[config.mk]
export PLATFORM = sky130hd
export DESIGN_NAME = irq_fetch_seq_flat
export DESIGN_NICKNAME = d
export VERILOG_FILES = /design/src/rtl/irq_fetch_seq_if.sv /design/src/rtl/irq_fetch_seq.sv /design/src/flat_wrapper.sv
export SDC_FILE = /design/constraint.sdc
export NUM_CORES = 1
export LEC_CHECK = 0
export CORE_MARGIN = 3
export CORE_UTILIZATION = 32
export CTS_CLUSTER_DIAMETER = 100
export DETAILED_ROUTE_END_ITERATION = 12
export PLACE_DENSITY = 0.7
export SYNTH_ARGS = -nofsm -noshare
export SYNTH_HDL_FRONTEND = slang
export SYNTH_SLANG_ARGS = --single-unit
[constraint.sdc]
create_clock -name clk -period 2.6 [get_ports clk]
set_input_delay 0.52 -clock clk [delete_from_list [all_inputs] [get_ports clk]]
set_output_delay 0.52 -clock clk [all_outputs]
set_load 0.03 [all_outputs]
[src/rtl/irq_fetch_seq_if.sv]
// Handshake/bus bundle between the fetch-stage interrupt sequencer and its environment.
interface irq_fetch_seq_if #(
    parameter int unsigned NUM_DEV = 8
) ();
    logic [NUM_DEV-1:0] irq_req;
    logic [NUM_DEV-1:0] irq_mask;
    logic               mie;
    logic               branch;
    logic               stall;
    logic [31:0]        next_pc;
    logic               mret;
    logic               if_id_freeze;
    logic               irq_if_ctrl;
    logic [5:0]         device_id;
    logic [31:0]        mepc;
    logic [NUM_DEV-1:0] irq_ack;
    logic               irq_busy;

    modport slave (
        input  irq_req, irq_mask, mie, branch, stall, next_pc, mret,
        output if_id_freeze, irq_if_ctrl, device_id, mepc, irq_ack, irq_busy
    );

    modport master (
        output irq_req, irq_mask, mie, branch, stall, next_pc, mret,
        input  if_id_freeze, irq_if_ctrl, device_id, mepc, irq_ack, irq_busy
    );
endinterface

[src/rtl/irq_fetch_seq.sv]
// Interrupt sequencer for the instruction-fetch stage: pends masked requests,
// picks the lowest-index winner, waits for a quiet pipeline, then issues a
// one-cycle freeze/vector handshake and blocks further vectoring until mret.
// Optional: define IRQ_EDGE_EN for rising-edge capture instead of level capture.
module irq_fetch_seq #(
    parameter int unsigned NUM_DEV      = 8,
    parameter int unsigned DRAIN_CYCLES = 2
) (
    input  logic           clk,
    input  logic           rst,
    irq_fetch_seq_if.slave bus
);
    localparam int unsigned CNT_W = 4;
    localparam int unsigned ID_W  = 6;

    typedef enum logic [1:0] {
        IDLE   = 2'd0,
        DRAIN  = 2'd1,
        VECTOR = 2'd2,
        IN_ISR = 2'd3
    } state_t;

    state_t             state_q, state_d;
    logic [CNT_W-1:0]   cnt_q, cnt_d;
    logic [NUM_DEV-1:0] pending_q, pending_d;
    logic [NUM_DEV-1:0] cap;
    logic [NUM_DEV-1:0] ack_q, ack_d;
    logic [ID_W-1:0]    dev_q, dev_d;
    logic [ID_W-1:0]    win_id;
    logic [31:0]        mepc_q, mepc_d;
    logic               freeze_q, freeze_d;
    logic               ctrl_q, ctrl_d;
    logic               busy_q, busy_d;
    logic               win_found;

`ifdef IRQ_EDGE_EN
    logic [NUM_DEV-1:0] irq_req_q;

    // Previous request levels, so a held line pends only once per rising edge.
    always_ff @(posedge clk or posedge rst) begin
        if (rst) irq_req_q <= '0;
        else     irq_req_q <= bus.irq_req;
    end

    assign cap = bus.irq_req & ~irq_req_q & bus.irq_mask;
`else
    assign cap = bus.irq_req & bus.irq_mask;
`endif

    // The ack issued this cycle beats a same-cycle request on that bit.
    assign pending_d = (pending_q | cap) & ~ack_q;

    // Fixed priority: lowest pending index wins.
    always_comb begin
        win_id    = '0;
        win_found = 1'b0;
        for (int unsigned i = 0; i < NUM_DEV; i++) begin
            if (!win_found && pending_q[i]) begin
                win_id    = ID_W'(i);
                win_found = 1'b1;
            end
        end
    end

    // Next-state and next-output logic; outputs are registered so they line up with the state.
    always_comb begin
        state_d  = state_q;
        cnt_d    = cnt_q;
        dev_d    = dev_q;
        mepc_d   = mepc_q;
        ack_d    = '0;
        freeze_d = 1'b0;
        ctrl_d   = 1'b0;
        busy_d   = 1'b0;
        case (state_q)
            IDLE: begin
                if (bus.mie && (pending_q != '0)) begin
                    state_d = DRAIN;
                    cnt_d   = '0;
                end
            end
            DRAIN: begin
                if (!bus.mie || (pending_q == '0)) begin
                    state_d = IDLE;
                    cnt_d   = '0;
                end else if (bus.branch || bus.stall) begin
                    cnt_d = '0;
                end else if (cnt_q == CNT_W'(DRAIN_CYCLES - 1)) begin
                    state_d  = VECTOR;
                    cnt_d    = '0;
                    dev_d    = win_id;
                    ack_d    = NUM_DEV'(1) << win_id;
                    freeze_d = 1'b1;
                    ctrl_d   = 1'b1;
                end else begin
                    cnt_d = cnt_q + CNT_W'(1);
                end
            end
            VECTOR: begin
                mepc_d  = bus.next_pc;
                state_d = IN_ISR;
                busy_d  = 1'b1;
            end
            IN_ISR: begin
                busy_d = 1'b1;
                if (bus.mret) begin
                    state_d = IDLE;
                    busy_d  = 1'b0;
                end
            end
            default: state_d = IDLE;
        endcase
    end

    // State, pending and output registers.
    always_ff @(posedge clk or posedge rst) begin
        if (rst) begin
            state_q   <= IDLE;
            cnt_q     <= '0;
            pending_q <= '0;
            ack_q     <= '0;
            dev_q     <= '0;
            mepc_q    <= '0;
            freeze_q  <= 1'b0;
            ctrl_q    <= 1'b0;
            busy_q    <= 1'b0;
        end else begin
            state_q   <= state_d;
            cnt_q     <= cnt_d;
            pending_q <= pending_d;
            ack_q     <= ack_d;
            dev_q     <= dev_d;
            mepc_q    <= mepc_d;
            freeze_q  <= freeze_d;
            ctrl_q    <= ctrl_d;
            busy_q    <= busy_d;
        end
    end

    assign bus.if_id_freeze = freeze_q;
    assign bus.irq_if_ctrl  = ctrl_q;
    assign bus.device_id    = dev_q;
    assign bus.mepc         = mepc_q;
    assign bus.irq_ack      = ack_q;
    assign bus.irq_busy     = busy_q;
endmodule

[src/flat_wrapper.sv]
// flat-port wrapper written by rule: the top's interface ports become plain ports
module irq_fetch_seq_flat 
#(
    parameter int unsigned NUM_DEV      = 8,
    parameter int unsigned DRAIN_CYCLES = 2
)
  (clk, rst, bus_irq_req, bus_irq_mask, bus_mie, bus_branch, bus_stall, bus_next_pc, bus_mret, bus_if_id_freeze, bus_irq_if_ctrl, bus_device_id, bus_mepc, bus_irq_ack, bus_irq_busy);
  irq_fetch_seq_if #(.NUM_DEV(NUM_DEV)) bus_i ();
  input  logic clk;
  input  logic rst;
  input wire logic [$bits(bus_i.irq_req)-1:0] bus_irq_req;
  input wire logic [$bits(bus_i.irq_mask)-1:0] bus_irq_mask;
  input wire logic [$bits(bus_i.mie)-1:0] bus_mie;
  input wire logic [$bits(bus_i.branch)-1:0] bus_branch;
  input wire logic [$bits(bus_i.stall)-1:0] bus_stall;
  input wire logic [$bits(bus_i.next_pc)-1:0] bus_next_pc;
  input wire logic [$bits(bus_i.mret)-1:0] bus_mret;
  output wire logic [$bits(bus_i.if_id_freeze)-1:0] bus_if_id_freeze;
  output wire logic [$bits(bus_i.irq_if_ctrl)-1:0] bus_irq_if_ctrl;
  output wire logic [$bits(bus_i.device_id)-1:0] bus_device_id;
  output wire logic [$bits(bus_i.mepc)-1:0] bus_mepc;
  output wire logic [$bits(bus_i.irq_ack)-1:0] bus_irq_ack;
  output wire logic [$bits(bus_i.irq_busy)-1:0] bus_irq_busy;
  assign bus_i.irq_req = bus_irq_req;
  assign bus_i.irq_mask = bus_irq_mask;
  assign bus_i.mie = bus_mie;
  assign bus_i.branch = bus_branch;
  assign bus_i.stall = bus_stall;
  assign bus_i.next_pc = bus_next_pc;
  assign bus_i.mret = bus_mret;
  assign bus_if_id_freeze = bus_i.if_id_freeze;
  assign bus_irq_if_ctrl = bus_i.irq_if_ctrl;
  assign bus_device_id = bus_i.device_id;
  assign bus_mepc = bus_i.mepc;
  assign bus_irq_ack = bus_i.irq_ack;
  assign bus_irq_busy = bus_i.irq_busy;
  irq_fetch_seq #(.NUM_DEV(NUM_DEV), .DRAIN_CYCLES(DRAIN_CYCLES)) u_core (.clk(clk), .rst(rst), .bus(bus_i));
endmodule
==> results.json, run 1 <==
{
  "status": "finished, final reports clean",
  "max_cap_viol_count": 0,
  "pwr-share-comb": 0.259,
  "cts_sinks": 59,
  "firstDrtPassIters": 4,
  "dpl_cell_area_mm2": 0.00350,
  "drive_gt1_frac": 0.171,
  "layout.filler_cells": 666,
  "async_reset_ff_frac": 1.00,
  "ys_warn_count": 0,
  "fin_hold_ws_ps": 425,
  "hold_path.class": "flip-flop to flip-flop",
  "cp-start-kind": "flip-flop",
  "root_buffer": "clkbuf_8",
  "vias": 1785,
  "worst_pin_slew_ps": 511,
  "grt_usage": 0.136,
  "num_io_pins": 103,
  "crit_type": "flip-flop to primary output",
  "timing.fmax_mhz": 530,
  "fin_nets": 339,
  "grt_max_degree": 60,
  "viasPerCell": 4.67,
  "synth_ff_type": "dfrtp_1",
  "intPower_w": 0.00196,
  "drt_wl_total_um": 5620,
  "cts_hold_buf": 0,
  "clkTransAtPathRegs_ps": 60,
  "rsz0062_at_grt": "false",
  "cts_tree": "yes",
  "wire_per_inst_um": 14.7,
  "p_sw_w": 0.000741,
  "power_w": 0.00270,
  "fin_crit_sh": 0.726,
  "r2r_slack_ps": 720,
  "post-route-min-period_ps": 1890,
  "initial_utilization": 0.341,
  "hpwl_um": 4110,
  "multi_input_area_um2": 878,
  "seqPwrFrac": 0.404,
  "fp.dieH_um": 92.8,
  "register_area_mm2": 0.00148,
  "drtIter0Drc": 47,
  "io_buffers": 99,
  "setup_tns_ps": 0,
  "relSlewSlack": 0.656,
  "vdd_drop_max_uv": 450,
  "power.density_mw_per_mm2": 727,
  "detail-route-antenna-nets": 0,
  "num_rows": 30,
  "grt_pass1_wl_um": 9080,
  "cts_htree_levels": 3,
  "leakage_nw": 1.61,
  "crit_chain": "clkdlybuf4s50_1",
  "antenna_found_initial": 0,
  "cpMaxStageDelayCell": "clkdlybuf4s50_1",
  "synth_edf_count": 0,
  "syn_inst": 178,
  "overflow": 0,
  "path_buf_inv": 1,
  "slew_viol_final": 0,
  "die_w_um": 92.8,
  "clkPwrFrac": 0.337,
  "hold_violations": 0,
  "cts_buffers": 9,
  "fp.dieArea_mm2": 0.00860,
  "cts.path.max_buffers": 2,
  "synth.cell_area_mm2": 0.00241,
  "cp.required_ps": 2080,
  "slowest_delay_ps": 710,
  "gp_congestion": 0.841,
  "post_cts_resized": 0,
  "synth_cell_type_count": 39,
  "fin_area_mm2": 0.00372,
  "setup_violations": 0,
  "detail_route.drc_violations": 0,
  "critPathMaxFanout": 2,
  "clock_skew_ps": 5.52,
  "ys_seq_area_frac": 0.613,
  "worst_setup_path_end_kind": "primary output",
  "critical_path.top_delay_family": "buffers and inverters",
  "avgSynthCellArea_um2": 13.5,
  "area_growth_pct": 54.3,
  "switching_share": 0.274,
  "cp_data_arrival_time_ps": 1370,
  "clock_latency_ps": 320,
  "grt_pass1_vias": 1741,
  "synth-seq-cells": 59,
  "antenna_cells": 0,
  "post_cts_buffers": 0,
  "core_area_mm2": 0.00706
}
-- final timing paths --
check | cells after the start | startpoint | end
setup / recovery | 1 | u_core.bus.device_id[0]$_DFFE_PP0P_ | bus_device_id[0]
hold / removal | 1 | u_core.bus.irq_ack[5]$_DFF_PP0_ | u_core.pending_q[5]$_DFF_PP0_
setup reg to reg | 4 | u_core.pending_q[4]$_DFF_PP0_ | u_core.bus.device_id[0]$_DFFE_PP0P_
hold reg to reg | 1 | u_core.bus.irq_ack[5]$_DFF_PP0_ | u_core.pending_q[5]$_DFF_PP0_
max in group asynchronous | 3 | rst | u_core.cnt_q[1]$_DFFE_PP0P_
min in group asynchronous | 3 | rst | u_core.bus.mepc[21]$_DFFE_PP0P_
-- metrics by stage --
step	worst slack [ps]	std cells	utilization
floorplan	624	180	-
global placement	462	368	0.496
detailed placement	414	368	0.496
CTS	668	382	0.527
global route	557	382	0.527
finish	712	382	0.527
-- cell families (layout without fill, tap and decap cells) --
family / Yosys count / in the layout / synth area share
fa+ha+maj: 2 / 2 / 0.0104
flops: 59 / 59 / 0.613
mux: 33 / 33 / 0.154
buf+inv: 11 / 117 / 0.0265
simple gates: 49 / 49 / 0.135
compound gates: 23 / 23 / 0.0597
other cells: 1 / 3 / 0.00156
-- placed cells by master (no fill, tap or decap), drive strengths merged, types with 3 or more instances in the layout --
| cell type | n |
|---|---|
| nor3 | 8 |
| clkbuf | 12 |
| a211o | 3 |
| nor4 | 3 |
| a21o | 3 |
| nor2 | 18 |
| o21ai | 5 |
| nor4b | 3 |
| clkdlybuf4s50 | 99 |
| dfrtp | 59 |
| mux2 | 33 |
| a21oi | 8 |
| conb | 3 |
| nand3 | 3 |
-- per-layer routing --
layer  wire [um]  GRT usage
met5           0          0
met4          76     0.0769
met3         361     0.0268
met2        2640      0.201
met1        2540      0.187
-- cell type report --
type	count	share of cell area
sequential	59	0.397
clock inverter	2	0.0162
timing repair buffer	101	0.274
multi-input combinational	110	0.236
inverter	2	0.00202
clock buffer	12	0.0418
tap	96	0.0323
-- synth_stat cells, drive strengths merged (2+ instances only) --
cell type | instances | share of area
nor3 | 8 | 0.021
nor4b | 3 | 0.017
a21o | 3 | 0.0093
ha | 2 | 0.010
a211o | 3 | 0.011
nor4 | 3 | 0.010
a21oi | 8 | 0.017
buf | 8 | 0.022
nand2 | 2 | 0.0031
a21boi | 2 | 0.0062
nor2b | 2 | 0.0052
inv | 2 | 0.0031
dfrtp | 59 | 0.61
mux2 | 33 | 0.15
nor2 | 18 | 0.031
or3b | 2 | 0.0083
nand3 | 3 | 0.0062
o21ai | 5 | 0.010
-- sequential cells by signal, indices dropped and copies added, names as in the netlist, named ones only --
signal / flops
u_core.cnt_q: 4
u_core.bus.irq_busy: 1
u_core.bus.irq_ack: 8
u_core.pending_q: 8
u_core.state_q: 1
u_core.bus.irq_if_ctrl: 1
u_core.bus.mepc: 32
u_core.bus.device_id: 3
-- power groups by stage --
stage / Clock [W] / Combinational (W) / Sequential (W)
2_1_floorplan: 0 / 0.000128 / 0.00134
3_3_place_gp: 0 / 0.000699 / 0.00110
3_5_place_dp: 0 / 0.000707 / 0.00111
4_1_cts: 0.000942 / 0.000709 / 0.00109
5_1_grt: 0.000987 / 0.000734 / 0.00111
6_report: 0.000911 / 0.000699 / 0.00109
(Power assumes the default switching activity.)
==> run 2: changes to the inputs <==
--- a/config.mk
+++ b/config.mk
@@ -9,7 +9,7 @@
 export CORE_UTILIZATION = 32
 export CTS_CLUSTER_DIAMETER = 100
 export DETAILED_ROUTE_END_ITERATION = 12
-export PLACE_DENSITY = 0.7
+export PLACE_DENSITY = 0.73
 export SYNTH_ARGS = -nofsm -noshare
 export SYNTH_HDL_FRONTEND = slang
 export SYNTH_SLANG_ARGS = --single-unit
==> constraint.sdc (replaced) <==
create_clock -name clk -period 1.6 [get_ports clk]
set_input_delay 0.32 -clock clk [delete_from_list [all_inputs] [get_ports clk]]
set_output_delay 0.32 -clock clk [all_outputs]
set_load 0.03 [all_outputs]
==> run 2 against run 1 <==
Sequential cell count is the same. Clock-buffer cell count is the same. Sequential power up 61%. Total power grew 45%. Wire length grew 7.5%. Worst setup slack worse by 700 ps. Critical endpoint is now u_core.bus.irq_ack[6]$_DFF_PP0_.
==> results.json, run 2 (same netlist as run 1, synthesis figures left out) <==
{
  "vdd_drop_max_uv": 388,
  "slowest_delay_ps": 450,
  "final_common_cell": "dfrtp_1",
  "layout.cells.non_filler": 408,
  "die_w_um": 92.8,
  "fin_crit_sh": 0.993,
  "area_growth_pct": 60.4,
  "cts_sinks": 59,
  "num_io_pins": 103,
  "power_w": 0.00391,
  "num_rows": 30,
  "critPathMaxFanout": 5,
  "cts.path.max_buffers": 2,
  "leakage_nw": 1.91,
  "wl_met3_um": 549,
  "drive_gt1_frac": 0.272,
  "max_cap_viol_count": 0,
  "clock_latency_ps": 330,
  "slew_viol_final": 0,
  "fin_hold_ws_ps": 419,
  "dr_wl_met2_um": 2930,
  "cp_data_arrival_time_ps": 1840,
  "layout_common_cells": "59 x dfrtp_1, 51 x clkdlybuf4s50_1, 48 x dlygate4sd2_1",
  "viasPerCell": 4.61,
  "antenna_cells": 0,
  "detail_route.drc_violations": 0,
  "grt_usage": 0.149,
  "cp.required_ps": 1850,
  "antenna_found_initial": 0,
  "root_buffer": "clkbuf_8",
  "largest_register_ffs": 32,
  "hpwl_um": 4330,
  "io_buffers": 99,
  "power.density_mw_per_mm2": 1010,
  "grt_pass1_vias": 1989,
  "hold_path.class": "primary input to async pin",
  "crit_chain": "nor4b_4 -> nand4_4 -> or3b_4 -> nor3_2",
  "worst_slack_ps": 11.7,
  "hold_violations": 0,
  "setup_tns_ps": 0,
  "clock_skew_ps": 8.09,
  "cts_tree": "yes",
  "maxUsedRoutingLayer": "met4",
  "cts_buffers": 9,
  "grt_max_degree": 60,
  "crit_type": "flip-flop to flip-flop",
  "cp-start-kind": "flip-flop",
  "detail-route-antenna-nets": 0,
  "pre_cts_ws_ps": -401,
  "gp_congestion": 0.877,
  "setup_violations": 0,
  "cts_htree_levels": 3,
  "initial_utilization": 0.341,
  "status": "finished, final reports clean",
  "fin_nets": 364,
  "r2r_slack_ps": 10,
  "firstDrtPassIters": 4,
  "wire_per_inst_um": 14.8,
  "drtIter0Drc": 35,
  "core_area_mm2": 0.00706,
  "fp.dieH_um": 92.8,
  "m1WireLength_um": 2470,
  "cpMaxStageDelayCell": "or3b_4",
  "drt_wl_total_um": 6040,
  "dp_cells": 388,
  "overflow": 0,
  "fp.dieArea_mm2": 0.00860,
  "rsz0062_at_grt": "true",
  "post-route-min-period_ps": 1590,
  "vias": 1882,
  "timing.fmax_mhz": 630,
  "grt_pass1_wl_um": 9790,
  "clkTransAtPathRegs_ps": 60,
  "worst_setup_path_end_kind": "flip-flop"
}
[run 2: cell types whose count changed in the layout (fill, tap and decap cells not counted), moves of 2 or more]
cell / before / now
buf_4: 1 / 24
nor3_2: 2 / 4
dlygate4sd2_1: 0 / 48
clkinv_2: 0 / 3
nor3_1: 6 / 4
nor4b_2: 0 / 2
clkdlybuf4s50_1: 99 / 51
nor4b_1: 2 / 0
bufinv_16: 2 / 0
[run 2: routing by layer]
metal	GRT usage	up-vias
met5	0	-
met4	0.0501	0
met3	0.0658	11
met2	0.238	70
met1	0.178	905
li1	-	896
[run 2: through the flow]
| step | instance area (um2) | utilization |
|---|---|---|
| 3_5_place_dp | 3680 | 0.521 |
| 2_1_floorplan | 2420 | - |
| 4_1_cts | 3820 | 0.542 |
| 5_1_grt | 3860 | 0.547 |
| 3_3_place_gp | 3680 | 0.521 |
| 6_report | 3860 | 0.547 |
[run 2: timing repair]
| item | CTS | global route |
|---|---|---|
| setup endpoints to repair | 57 | 14 |
| hold buffers | 0 | 0 |
| cloned | 1 | 0 |
| buffers inserted | 2 | 2 |
| resized for setup | 53 | 6 |
| pin swaps | 5 | 1 |
[run 2: worst max-delay path, delay by kind of cell (launching register included)]
kind / cells / cell delay (ps)
flops: 1 / 420
simple gates: 4 / 1090
[run 2: worst paths after layout]
path | end | from | depth (start not counted)
setup / recovery | u_core.bus.irq_ack[6]$_DFF_PP0_ | flip-flop | 4
hold / removal | u_core.bus.mepc[21]$_DFFE_PP0P_ | rst | 3
setup reg to reg | u_core.bus.irq_ack[6]$_DFF_PP0_ | flip-flop | 4
hold reg to reg | u_core.pending_q[5]$_DFF_PP0_ | u_core.bus.irq_ack[5]$_DFF_PP0_ | 1
max in group asynchronous | u_core.bus.mepc[31]$_DFFE_PP0P_ | rst | 3
min in group clk | u_core.pending_q[5]$_DFF_PP0_ | u_core.bus.irq_ack[5]$_DFF_PP0_ | 1
[run 2: area by class of cell]
class,instances,area (um2)
Clock buffer,12,145
Multi-Input combinational cell,111,943
Sequential cell,59,1480
Timing Repair Buffer,125,1150
Clock inverter,3,15.0
Tap cell,96,120
Fill cell,663,3190
Inverter,2,11.3
[run 2: power breakdown]
part           internal [W]  total (W)  switching [W]
logic              0.000436    0.00103       0.000590
registers           0.00168    0.00176      0.0000797
clock network      0.000588    0.00113       0.000538
